File: src/rtl/uart_pkg.sv
// rtl/uart_pkg.sv - shared UART types, status bit positions and baud helper
package uart_pkg;

   typedef enum logic [1:0] {
      IDLE  = 2'd0,
      START = 2'd1,
      DATA  = 2'd2,
      STOP  = 2'd3
   } uart_state_t;

   localparam int ST_EMPTY     = 0;
   localparam int ST_FULL      = 1;
   localparam int ST_BUSY      = 2;
   localparam int ST_OVERFLOW  = 3;
   localparam int ST_LEVEL_LSB = 8;

   // Integer division truncates, so odd ratios round the bit period down.
   function automatic int clks_per_bit(input int clk_hz, input int baud);
      return clk_hz / baud;
   endfunction

endpackage

File: src/rtl/sync_fifo.sv
// rtl/sync_fifo.sv - single-clock FIFO with level count and gated push/pop
module sync_fifo #(
   parameter int WIDTH = 8,
   parameter int DEPTH = 16
) (
   input  logic                     CLK,
   input  logic                     RST_N,
   input  logic                     push,
   input  logic                     pop,
   input  logic [WIDTH-1:0]         wr_data,
   output logic [WIDTH-1:0]         rd_data,
   output logic                     full,
   output logic                     empty,
   output logic [$clog2(DEPTH):0]   level
);

   localparam int AW = $clog2(DEPTH);
   localparam logic [AW:0] LVL_FULL = (AW+1)'(DEPTH);

   logic [WIDTH-1:0] mem [DEPTH];
   logic [AW-1:0]    wr_ptr;
   logic [AW-1:0]    rd_ptr;
   logic             push_ok;
   logic             pop_ok;

   // full/empty come from the level register only, so a push is judged
   // against the state before any same-cycle pop.
   assign full    = (level == LVL_FULL);
   assign empty   = (level == '0);
   assign push_ok = push && !full;
   assign pop_ok  = pop && !empty;
   assign rd_data = mem[rd_ptr];

   // Storage array; contents are don't-care until written.
   always_ff @(posedge CLK) begin
      if (push_ok) mem[wr_ptr] <= wr_data;
   end

   // Pointers wrap naturally at the power-of-two depth; level spans 0..DEPTH.
   always_ff @(posedge CLK or negedge RST_N) begin
      if (!RST_N) begin
         wr_ptr <= '0;
         rd_ptr <= '0;
         level  <= '0;
      end else begin
         if (push_ok) wr_ptr <= wr_ptr + 1'b1;
         if (pop_ok)  rd_ptr <= rd_ptr + 1'b1;
         case ({push_ok, pop_ok})
            2'b10:   level <= level + 1'b1;
            2'b01:   level <= level - 1'b1;
            default: ;
         endcase
      end
   end

endmodule

File: src/rtl/uart_tx_queue.sv
// rtl/uart_tx_queue.sv - memory-mapped UART transmitter with byte FIFO and status word
module uart_tx_queue
   import uart_pkg::*;
#(
   parameter int CLK_HZ     = 12000000,
   parameter int BAUD       = 115200,
   parameter int FIFO_DEPTH = 16
) (
   input  logic        CLK,
   input  logic        RST_N,
   input  logic        wr_en,
   input  logic [15:0] wr_data,
   input  logic        clr_overflow,
   output logic [15:0] status,
   output logic        full,
   output logic        empty,
   output logic        busy,
   output logic        TX
);

   localparam int CPB = clks_per_bit(CLK_HZ, BAUD);
   localparam int TW  = $clog2(CPB);
   localparam int LW  = $clog2(FIFO_DEPTH) + 1;
   localparam logic [TW-1:0] TMAX = TW'(CPB - 1);

   uart_state_t   state, state_nx;
   logic [TW-1:0] timer, timer_nx;
   logic [2:0]    bit_idx, bit_idx_nx;
   logic [7:0]    shift, shift_nx;
   logic          tx_nx;
   logic          pop;
   logic          overflow;
   logic [7:0]    head;
   logic [LW-1:0] level;
   logic          unused_hi;

   // Only the low byte of a store is transmitted.
   assign unused_hi = ^wr_data[15:8];

   sync_fifo #(
      .WIDTH (8),
      .DEPTH (FIFO_DEPTH)
   ) u_fifo (
      .CLK     (CLK),
      .RST_N   (RST_N),
      .push    (wr_en),
      .pop     (pop),
      .wr_data (wr_data[7:0]),
      .rd_data (head),
      .full    (full),
      .empty   (empty),
      .level   (level)
   );

   // Serializer next-state; TX follows the current state one clock later.
   always_comb begin
      state_nx   = state;
      timer_nx   = timer;
      bit_idx_nx = bit_idx;
      shift_nx   = shift;
      pop        = 1'b0;
      tx_nx      = 1'b1;
      case (state)
         IDLE: begin
            if (!empty) begin
               pop      = 1'b1;
               shift_nx = head;
               timer_nx = '0;
               state_nx = START;
            end
         end
         START: begin
            tx_nx = 1'b0;
            if (timer == TMAX) begin
               timer_nx   = '0;
               bit_idx_nx = '0;
               state_nx   = DATA;
            end else begin
               timer_nx = timer + 1'b1;
            end
         end
         DATA: begin
            tx_nx = shift[0];
            if (timer == TMAX) begin
               timer_nx = '0;
               if (bit_idx == 3'd7) begin
                  state_nx = STOP;
               end else begin
                  shift_nx   = shift >> 1;
                  bit_idx_nx = bit_idx + 1'b1;
               end
            end else begin
               timer_nx = timer + 1'b1;
            end
         end
         STOP: begin
            if (timer == TMAX) begin
               timer_nx = '0;
               state_nx = IDLE;
            end else begin
               timer_nx = timer + 1'b1;
            end
         end
         default: state_nx = IDLE;
      endcase
   end

   // Serializer registers; reset forces the line idle immediately.
   always_ff @(posedge CLK or negedge RST_N) begin
      if (!RST_N) begin
         state   <= IDLE;
         timer   <= '0;
         bit_idx <= '0;
         shift   <= '0;
         TX      <= 1'b1;
      end else begin
         state   <= state_nx;
         timer   <= timer_nx;
         bit_idx <= bit_idx_nx;
         shift   <= shift_nx;
         TX      <= tx_nx;
      end
   end

   // Sticky overflow; a drop in the same cycle as a clear wins.
   always_ff @(posedge CLK or negedge RST_N) begin
      if (!RST_N)                overflow <= 1'b0;
      else if (wr_en && full)    overflow <= 1'b1;
      else if (clr_overflow)     overflow <= 1'b0;
   end

   assign busy = (state != IDLE);

   // Status word packed from registered state only.
   always_comb begin
      status                       = '0;
      status[ST_EMPTY]             = empty;
      status[ST_FULL]              = full;
      status[ST_BUSY]              = busy;
      status[ST_OVERFLOW]          = overflow;
      status[ST_LEVEL_LSB +: LW]   = level;
   end

endmodule

File: config.mk
export PLATFORM = sky130hd
export DESIGN_NAME = uart_tx_queue
export DESIGN_NICKNAME = d
export VERILOG_FILES = /design/src/rtl/uart_pkg.sv /design/src/rtl/sync_fifo.sv /design/src/rtl/uart_tx_queue.sv
export SDC_FILE = /design/constraint.sdc
export NUM_CORES = 1
export LEC_CHECK = 0
export CORE_MARGIN = 5
export CORE_UTILIZATION = 61
export DETAILED_ROUTE_END_ITERATION = 16
export PLACE_DENSITY = 0.81
export SETUP_SLACK_MARGIN = 0.05
export SYNTH_ARGS = -nofsm -noshare
export SYNTH_HDL_FRONTEND = slang
export SYNTH_SLANG_ARGS = --single-unit
File: constraint.sdc
create_clock -name CLK -period 8.5 [get_ports CLK]
set_clock_uncertainty 0.15 [all_clocks]
set_input_delay 2.125 -clock CLK [delete_from_list [all_inputs] [get_ports CLK]]
set_output_delay 2.125 -clock CLK [all_outputs]
set_load 0.02 [all_outputs]
## After elaboration in Yosys (flattened, before gate mapping)

Memory sizes are Yosys's and may differ from the RTL's.
Cells that the tools add are included.

- ROM bits: 0
- Output and inout bits: 20
- Logic and storage cells: 71
- Bits in registers: 35
- RAM bits: 128
- Memories: 1
- Latch bits: 0
- Input port bits: 20

- Div/mod/pow operators: 0
- $mul: 0
- Shifts and indexed selects: 0
- Muxes and demuxes: 25
- Equal/unequal tests: 14
- Bitwise logic cells: 0
- $add $sub $neg: 6
- Reduce and logical (&&, ||, !) cells: 16
- $lt $le $gt $ge: 0

Memory list:

| name | words | width | read ports | clocked after Yosys merged registers in | wr ports | line | source |
|---|---|---|---|---|---|---|---|
| u_fifo.mem | 16 | 8 | 1 | 0 | 1 | sync_fifo.sv:20 | `logic [WIDTH-1:0] mem [DEPTH];` |

Operator list:

| cell | number |
|---|---|
| 8-bit two-way mux | 3 |
| 8-bit case mux with 2 select lines | 1 |
| 7-bit two-way mux | 2 |
| 7-bit case mux with 2 select lines | 1 |
| 2-bit != test, second input constant | 6 |
| 2-bit two-way mux | 5 |
| 5-bit case mux with 2 select lines | 1 |
| 2-bit nonzero test | 5 |
| 3-bit two-way mux | 3 |
| 4-bit by 1-bit adder with 4-bit output, second input constant | 2 |
| 2-bit case mux with 4 select lines | 1 |
| 4-bit AND reduction | 2 |
| 7-bit by 1-bit adder with 7-bit output, second input constant | 1 |
| 7-bit equality test, second input constant | 1 |
| 2-bit equality test, second input constant | 3 |
| 1-bit two-way mux | 6 |
| 3-bit case mux with 2 select lines | 1 |
| 5-bit by 1-bit adder with 5-bit output, second input constant | 1 |
| 5-bit equality test, second input constant | 1 |
| 5-bit logical NOT | 1 |
| 5-bit AND reduction | 1 |
| 5-bit by 1-bit subtractor with 5-bit output, second input constant | 1 |
| 2-bit by 1-bit equality test with 1-bit output, second input constant | 2 |
| 3-bit by 1-bit adder with 3-bit output, second input constant | 1 |
| other kinds (6) | 9 |

## Logic depth before layout (Yosys ltp)

Gate-level depths: netlist (run 1).

- Word-level depth: 6
- Gate-level depth with buffers: 15
- Gate-level depth less buffers: 12

## By module

From an unflattened synthesis (run 1), not the netlist that was laid out.

- Cells, all modules: 474
- Area total of the unflattened synthesis: 7164.4 µm²

By module, submodules not included:

| module | area each (µm²) | seq. area each (µm²) | cells an instance | times used |
|---|---|---|---|---|
| sync_fifo | 5779.3 | 4169.0 | 332 | 1 |
| uart_tx_queue | 1385.1 | 551.8 | 142 | 1 |

## Worst setup path after synthesis (run 1)

No wires, ideal clock.

- Path type: input -> register
- From: input port wr_en
- To: register u_fifo.level[4]
- Data required time: 8.214 ns
- Stages on the path: 12
- Buffers on the path: 2
- Slack: 4.369 ns
- Library setup time: 0.136 ns
- Arrival: 3.845 ns
- Cells stage by stage: and2_1 > clkbuf_1 > inv_1 > ha_1 > clkbuf_1 > xor2_1 > ha_1 > o211ai_1 > a21oi_1 > a31oi_1 > nor2_1 > xor2_1

- Longest elaborated chain between the ends: 3
- Elaborated cells on any way between the ends: 5
- Classes of those cells: 2 x eq/ne; 1 x mux; 2 x reduce/logical

RTL lines:

| what | line | source |
|---|---|---|
| start, declared | uart_tx_queue.sv:11 | `input logic wr_en,` |
| 1-bit logical AND * | sync_fifo.sv:30 | `assign push_ok = push && !full;` |
| 2-bit by 1-bit equality test with 1-bit output or 2-bit equality test (tied branches) | sync_fifo.sv:48 | `case ({push_ok, pop_ok})` |
| 5-bit case mux with 2 select lines or 2-bit nonzero test (tied branches) | -- |  |
| end signal, assigned | sync_fifo.sv:49 | `2'b10: level <= level + 1'b1;` |
| end signal, assigned | sync_fifo.sv:50 | `2'b01: level <= level - 1'b1;` |
| end, declared | sync_fifo.sv:14 | `output logic [$clog2(DEPTH):0] level` |

Mark *: on every way between the ends. The rest lies on a longest branch, timed or not.
A chain may end at the register's enable or synchronous reset.

## Final worst setup path (run 1)

- From: register u_fifo.level[1]
- To: output port status[1]

- Longest elaborated chain between the ends: 1

RTL lines:

| what | line | source |
|---|---|---|
| 5-bit equality test | sync_fifo.sv:28 | `assign full = (level == LVL_FULL);` |
| end, declared | uart_tx_queue.sv:14 | `output logic [15:0] status,` |

No other way between the ends.

==> results of run 1 <==
## where the power goes
part	switching, mW	total (mW)	internal, mW	leakage, nW
clock network	0.317	0.701	0.384	0.269
logic	0.469	0.858	0.390	0.898
registers	0.100	1.10	1.00	1.58
## path summary, 6_finish.rpt
check                      slack [ns]  cells after the start               end
setup / recovery                 4.11                      4         status[1]
max in group asynchronous        6.01                      1  u_fifo.rd_ptr[0]
setup reg to reg                 5.34                     12   u_fifo.level[4]
hold / removal                   0.34                      2                TX
min in group asynchronous        1.64                      1          shift[0]
hold reg to reg                  0.34                      2                TX
## critical path: cells and delay by family, from the launching register on
| family | cells | cell delay (ns) |
|---|---|---|
| flip-flops | 1 | 0.49 |
| buffers and inverters | 2 | 0.73 |
| AND/OR/NAND/NOR | 2 | 0.48 |
## sequential cells by signal, summed over array words and instances, names as in the netlist
register / flops
TX: 1
bit_idx: 3
overflow: 1
shift: 8
state: 2
timer: 7
u_fifo.level: 5
u_fifo.mem: 128
u_fifo.rd_ptr: 4
u_fifo.wr_ptr: 4
## kinds of logic (layout without fill, tap and decap cells)
family	count (synthesis)	count (layout)	share of synthesized area
multiplexers	38	38	0.117
AO/OA/AOI/OAI	73	73	0.0685
AND/OR/NAND/NOR	72	72	0.0533
flip-flops	163	163	0.674
other	1	7	0.000536
buffers and inverters	45	74	0.0416
XOR/XNOR	13	13	0.0163
adder cells (fa/ha/maj)	16	16	0.0286
## synth_stat cells (2+ instances only)
library cell	instances	area, sq um
buf_2	7	35.0
inv_1	12	45.0
a21oi_1	24	120
o21ai_0	11	55.1
buf_6	4	45.0
mux4_1	7	184
a22o_1	8	70.1
xor2_1	6	52.6
clkdlybuf4s25_2	3	30.0
clkbuf_1	4	15.0
nor2b_1	4	25.0
nand2b_1	6	37.5
nor2_1	28	105
and3_1	3	18.8
nor3_1	5	25.0
nand2_1	13	48.8
a22oi_1	18	135
a21oi_2	2	17.5
and2_1	2	12.5
edfxtp_1	128	3840
dfrtp_1	34	851
xnor2_1	7	61.3
nand4_1	2	12.5
mux4_2	25	563
buf_4	13	97.6
mux2_2	4	45.0
ha_1	16	200
nand3_1	5	25.0
## metrics by stage
| stage | cells | setup WS (ns) | hold slack [ns] | instance area (sq um) |
|---|---|---|---|---|
| 4_1_cts | 599 | 4.07 | 0.344 | 7780 |
| 5_1_grt | 599 | 3.97 | 0.367 | 7780 |
| 3_3_place_gp | 567 | 3.88 | 0.328 | 7240 |
| 2_1_floorplan | 427 | 4.37 | 0.314 | 7020 |
| 6_report | 599 | 4.11 | 0.337 | 7780 |
| 3_5_place_dp | 567 | 3.84 | 0.335 | 7240 |
## metal layers
metal,global-route usage,part of all wire
met1,0.261,0.42
met2,0.333,0.53
met3,0.0519,0.049
met4,0.0550,0.0085
met5,0,0
## final cells by class
type	count	area share
clock buffer	18	0.0551
timing repair buffer	30	0.0360
sequential	163	0.607
tap	143	0.0230
clock inverter	14	0.0154
inverter	12	0.00579
multi-input combinational	219	0.258
==> impl_metrics.yaml, run 1 <==
floorplanning:
  die_h_um: 117
  fp.dieW_um: 117
  fp.coreArea_sq_mm: 0.0113
  placementRows: 39
  io_pins: 40
  start_util: 0.618
  dieArea_sq_mm: 0.0137
cells_and_area:
  fill_cells: 733
  multi_input_comb_area_sq_mm: 0.00201
  final_common_cell: "edfxtp_1"
  syn2layout_area_growth_pct: 11.2
  layout_common_cells: "edfxtp_1 (128), dfrtp_1 (33), nor2_1 (28)"
  regArea_sq_mm: 0.00472
  fin_util: 0.688
  final_nets: 479
  drive_above_1_share: 0.167
  num_antenna_cells: 0
synth:
  yosysWarnings: 0
  ys_ff_latch: 163
  syn_inst: 421
  yosys_most_used_dff: "edfxtp_1"
  async_reset_ff_frac: 0.215
  synth_edf_count: 128
  syn_area_per_cell_sq_um: 16.6
  synth-seq-area-share: 0.674
  yosysUniqueCellTypes: 48
  synthesis.area_sq_mm: 0.00700
cts:
  h-tree-depth: 4
  clockBufferDepth: 2
  tritoncts: "done"
  cts.sinks: 163
  numCtsBuffers: 17
  clock_latency_ns: 0.42
  hold_buffers: 0
  clk_pin_slew_ns: 0.06
  cts_resized: 0
  root_buffer: "clkbuf_16"
  post-cts-setup-buffer-count: 0
run_status:
  status: "finished clean"
sta:
  fin_crit_sh: 0.516
  worst_pin_slew_ns: 0.920
  max_freq_mhz: 228
  post-route-min-period_ns: 4.39
  slew-limit-headroom: 0.387
  finalSetupTns_ns: 0
  finalHoldViolations: 0
  slew_violations: 0
  setup-violations-final: 0
  rsz0062_at_grt: "false"
worst_setup_path:
  slowest_stage: "clkdlybuf4s50_1"
  reg2reg_from: "state[0]"
  crit_path_end_kind: "primary output"
  slowest_delay_ns: 0.61
  start_kind: "flip-flop"
  crit_chain: "nor4_4 > nand2_1 > inv_1 > clkdlybuf4s50_1"
  crit_type: "reg2out"
  critPathArrivalTime_ns: 2.12
  critical_path_required_ns: 6.23
  cp_max_fo: 9
  cp-startpoint: "u_fifo.level[1]"
power_and_ir_drop:
  p_leak_nw: 2.75
  vdd_drop_max_mv: 0.284
  power.density_mw_per_mm2: 342
  power_mw: 2.66
route:
  route.detailed.drc: 0
  drtIter0Drc: 307
  firstDrtPassIters: 5
  via_per_inst: 6.03
  wirelength_um: 12400
  postRouteAntennaNets: 0
  routed-via-count: 3613
  wire_per_inst_um: 20.7
hold_path:
  worstHoldStart: "shift[0]"
  holdCritPathClass: "reg2reg"
global_routing:
  grt_max_degree: 36
  grt-ovfl-total: 0
  grt_pass1_wl_um: 19800
  grt_usage: 0.198
  antenna_found_initial: 0
  grt_pass1_vias: 3725
placement:
  io_buffers: 24
  dpl.hpwl_um: 8000
  place.gp.congestion: 0.793
flow_run:
  cap_violations: 0
(Power assumes the default switching activity.)
==> run 2, diff against run 1 <==
--- a/config.mk
+++ b/config.mk
@@ -6,9 +6,9 @@
 export NUM_CORES = 1
 export LEC_CHECK = 0
 export CORE_MARGIN = 5
-export CORE_UTILIZATION = 61
+export CORE_UTILIZATION = 59
 export DETAILED_ROUTE_END_ITERATION = 16
-export PLACE_DENSITY = 0.81
+export PLACE_DENSITY = 0.79
 export SETUP_SLACK_MARGIN = 0.05
 export SYNTH_ARGS = -nofsm -noshare
 export SYNTH_HDL_FRONTEND = slang
==> constraint.sdc (replaced) <==
create_clock -name CLK -period 4.2 [get_ports CLK]
set_clock_uncertainty 0.15 [all_clocks]
set_input_delay 1.05 -clock CLK [delete_from_list [all_inputs] [get_ports CLK]]
set_output_delay 1.05 -clock CLK [all_outputs]
set_load 0.02 [all_outputs]
==> run 2 against run 1 <==
Sequential share of layout area fell by 0.85 points. Critical path type unchanged. Total power rose by 110%. Flip-flop and latch count did not move. Critical endpoint is now status[0]. Largest cell class unchanged. Highest routed layer unchanged. Non-clock buffer count rose by 11. Largest power group unchanged.
==> impl_metrics.yaml, run 2 (synthesis gave the netlist of run 1 again) <==
worst_setup_path:
  cp_max_fo: 9
  start_kind: "flip-flop"
  reg2reg_from: "state[0]"
  crit_type: "reg2out"
  cp-startpoint: "u_fifo.level[1]"
  r2r_slack_ns: 1.02
  critPathArrivalTime_ns: 2.20
  crit_path_end_kind: "primary output"
  critical_path_required_ns: 3.00
placement:
  io_buffers: 24
  dpl.hpwl_um: 7950
  place.gp.congestion: 0.744
  place_area_sq_mm: 0.00732
run_status:
  status: "finished clean"
cells_and_area:
  drive_above_1_share: 0.185
  syn2layout_area_growth_pct: 12.8
  final_nets: 490
  multi_input_comb_area_sq_mm: 0.00201
  fill_cells: 744
  fin_area_sq_mm: 0.00790
  largest_reg_flops: 128
  regMostFlops: "u_fifo.mem"
  top_regs: "u_fifo.mem (128), shift (8), timer (7)"
  layout_common_cells: "edfxtp_1 (128), dfrtp_1 (33), nor2_1 (28)"
  final_common_cell: "edfxtp_1"
  regArea_sq_mm: 0.00472
  num_antenna_cells: 0
sta:
  finalHoldViolations: 0
  max_freq_mhz: 294
  slew-limit-headroom: 0.379
  setup-violations-final: 0
  post-route-min-period_ns: 3.40
  worst_pin_slew_ns: 0.932
  rsz0062_at_grt: "false"
  slew_violations: 0
  finalSetupTns_ns: 0
  fin_crit_sh: 0.809
power_and_ir_drop:
  power_frac_comb: 0.309
  vdd_drop_max_mv: 0.440
  power.density_mw_per_mm2: 699
  p_clk_frac: 0.273
  switching_share: 0.327
  p_leak_nw: 2.82
  p_sw_mw: 1.80
  seq_power_share: 0.419
  power.internal_mw: 3.71
route:
  drtIter0Drc: 381
  route.detailed.drc: 0
  firstDrtPassIters: 7
  wirelength_um: 13100
  wire_per_inst_um: 21.6
  via_per_inst: 6.15
  postRouteAntennaNets: 0
  routed-via-count: 3744
cts:
  h-tree-depth: 4
  cts_resized: 0
  tritoncts: "done"
  numCtsBuffers: 17
  post-cts-setup-buffer-count: 0
  cts.sinks: 163
  hold_buffers: 0
  clk_pin_slew_ns: 0.06
  clock_latency_ns: 0.43
  clockBufferDepth: 2
  root_buffer: "clkbuf_16"
hold_path:
  worstHoldStart: "shift[0]"
  holdCritPathClass: "reg2reg"
floorplanning:
  start_util: 0.608
  dieArea_sq_mm: 0.0141
  placementRows: 39
  io_pins: 40
  fp.dieW_um: 119
  fp.coreArea_sq_mm: 0.0115
  die_h_um: 119
global_routing:
  grt_usage: 0.199
  grt_max_degree: 36
  grt-ovfl-total: 0
  antenna_found_initial: 0
  grt_pass1_wl_um: 20700
  grt_pass1_vias: 3748
flow_run:
  cap_violations: 0
-- run 2: cell count changes in the layout (fill, tap and decap cells not counted), sizes merged --
cell | before | now
buf | 7 | 18
bufinv | 0 | 2
inv | 20 | 17
clkinvlp | 1 | 2
clkbuf | 18 | 17
-- run 2: layout make-up --
type,instances,share of cell area
multi-input cells,219,0.255
clock inverters,14,0.0192
well taps,143,0.0227
inverters,12,0.00571
flip-flops and latches,163,0.598
repair buffers,41,0.0460
clock buffers,17,0.0539
-- run 2: per-stage QoR --
stage,cells,utilization,total power [mW],hold WS (ns),setup WS [ns]
global placement,578,0.635,3.95,0.327,0.658
global route,609,0.686,5.82,0.372,0.691
floorplan,427,-,3.64,0.314,1.03
CTS,609,0.686,5.54,0.344,0.784
finish,609,0.686,5.52,0.338,0.802
detailed placement,578,0.635,4.02,0.335,0.608
-- run 2: routing by layer --
| layer | vias to the layer above | track usage | routed length (um) |
|---|---|---|---|
| li1 | 1684 | - | - |
| met1 | 1903 | 0.259 | 5320 |
| met2 | 137 | 0.325 | 6760 |
| met3 | 20 | 0.0536 | 839 |
| met4 | 0 | 0.0760 | 210 |
| met5 | - | 0 | 0 |
-- run 2: power groups by stage --
stage | logic (mW) | clock network, mW | registers, mW
after floorplan | 1.44 | 0 | 2.20
after global placement | 1.64 | 0 | 2.31
after detailed placement | 1.69 | 0 | 2.33
after CTS | 1.71 | 1.53 | 2.31
after global routing | 1.86 | 1.61 | 2.34
final | 1.70 | 1.50 | 2.31
-- run 2: worst max-delay path: stages, from the launching register on --
cell and delay, ns:
dfrtp_1 0.49, nor4_4 0.36, nor2b_1 0.28, clkdlybuf4s50_1 0.65
-- run 2: worst paths after layout --
check,endpoint,cells after the start
max in group asynchronous,u_fifo.rd_ptr[0],1
hold / removal,TX,2
hold reg to reg,TX,2
setup reg to reg,u_fifo.level[4],12
min in group asynchronous,shift[2],1
setup / recovery,status[0],3
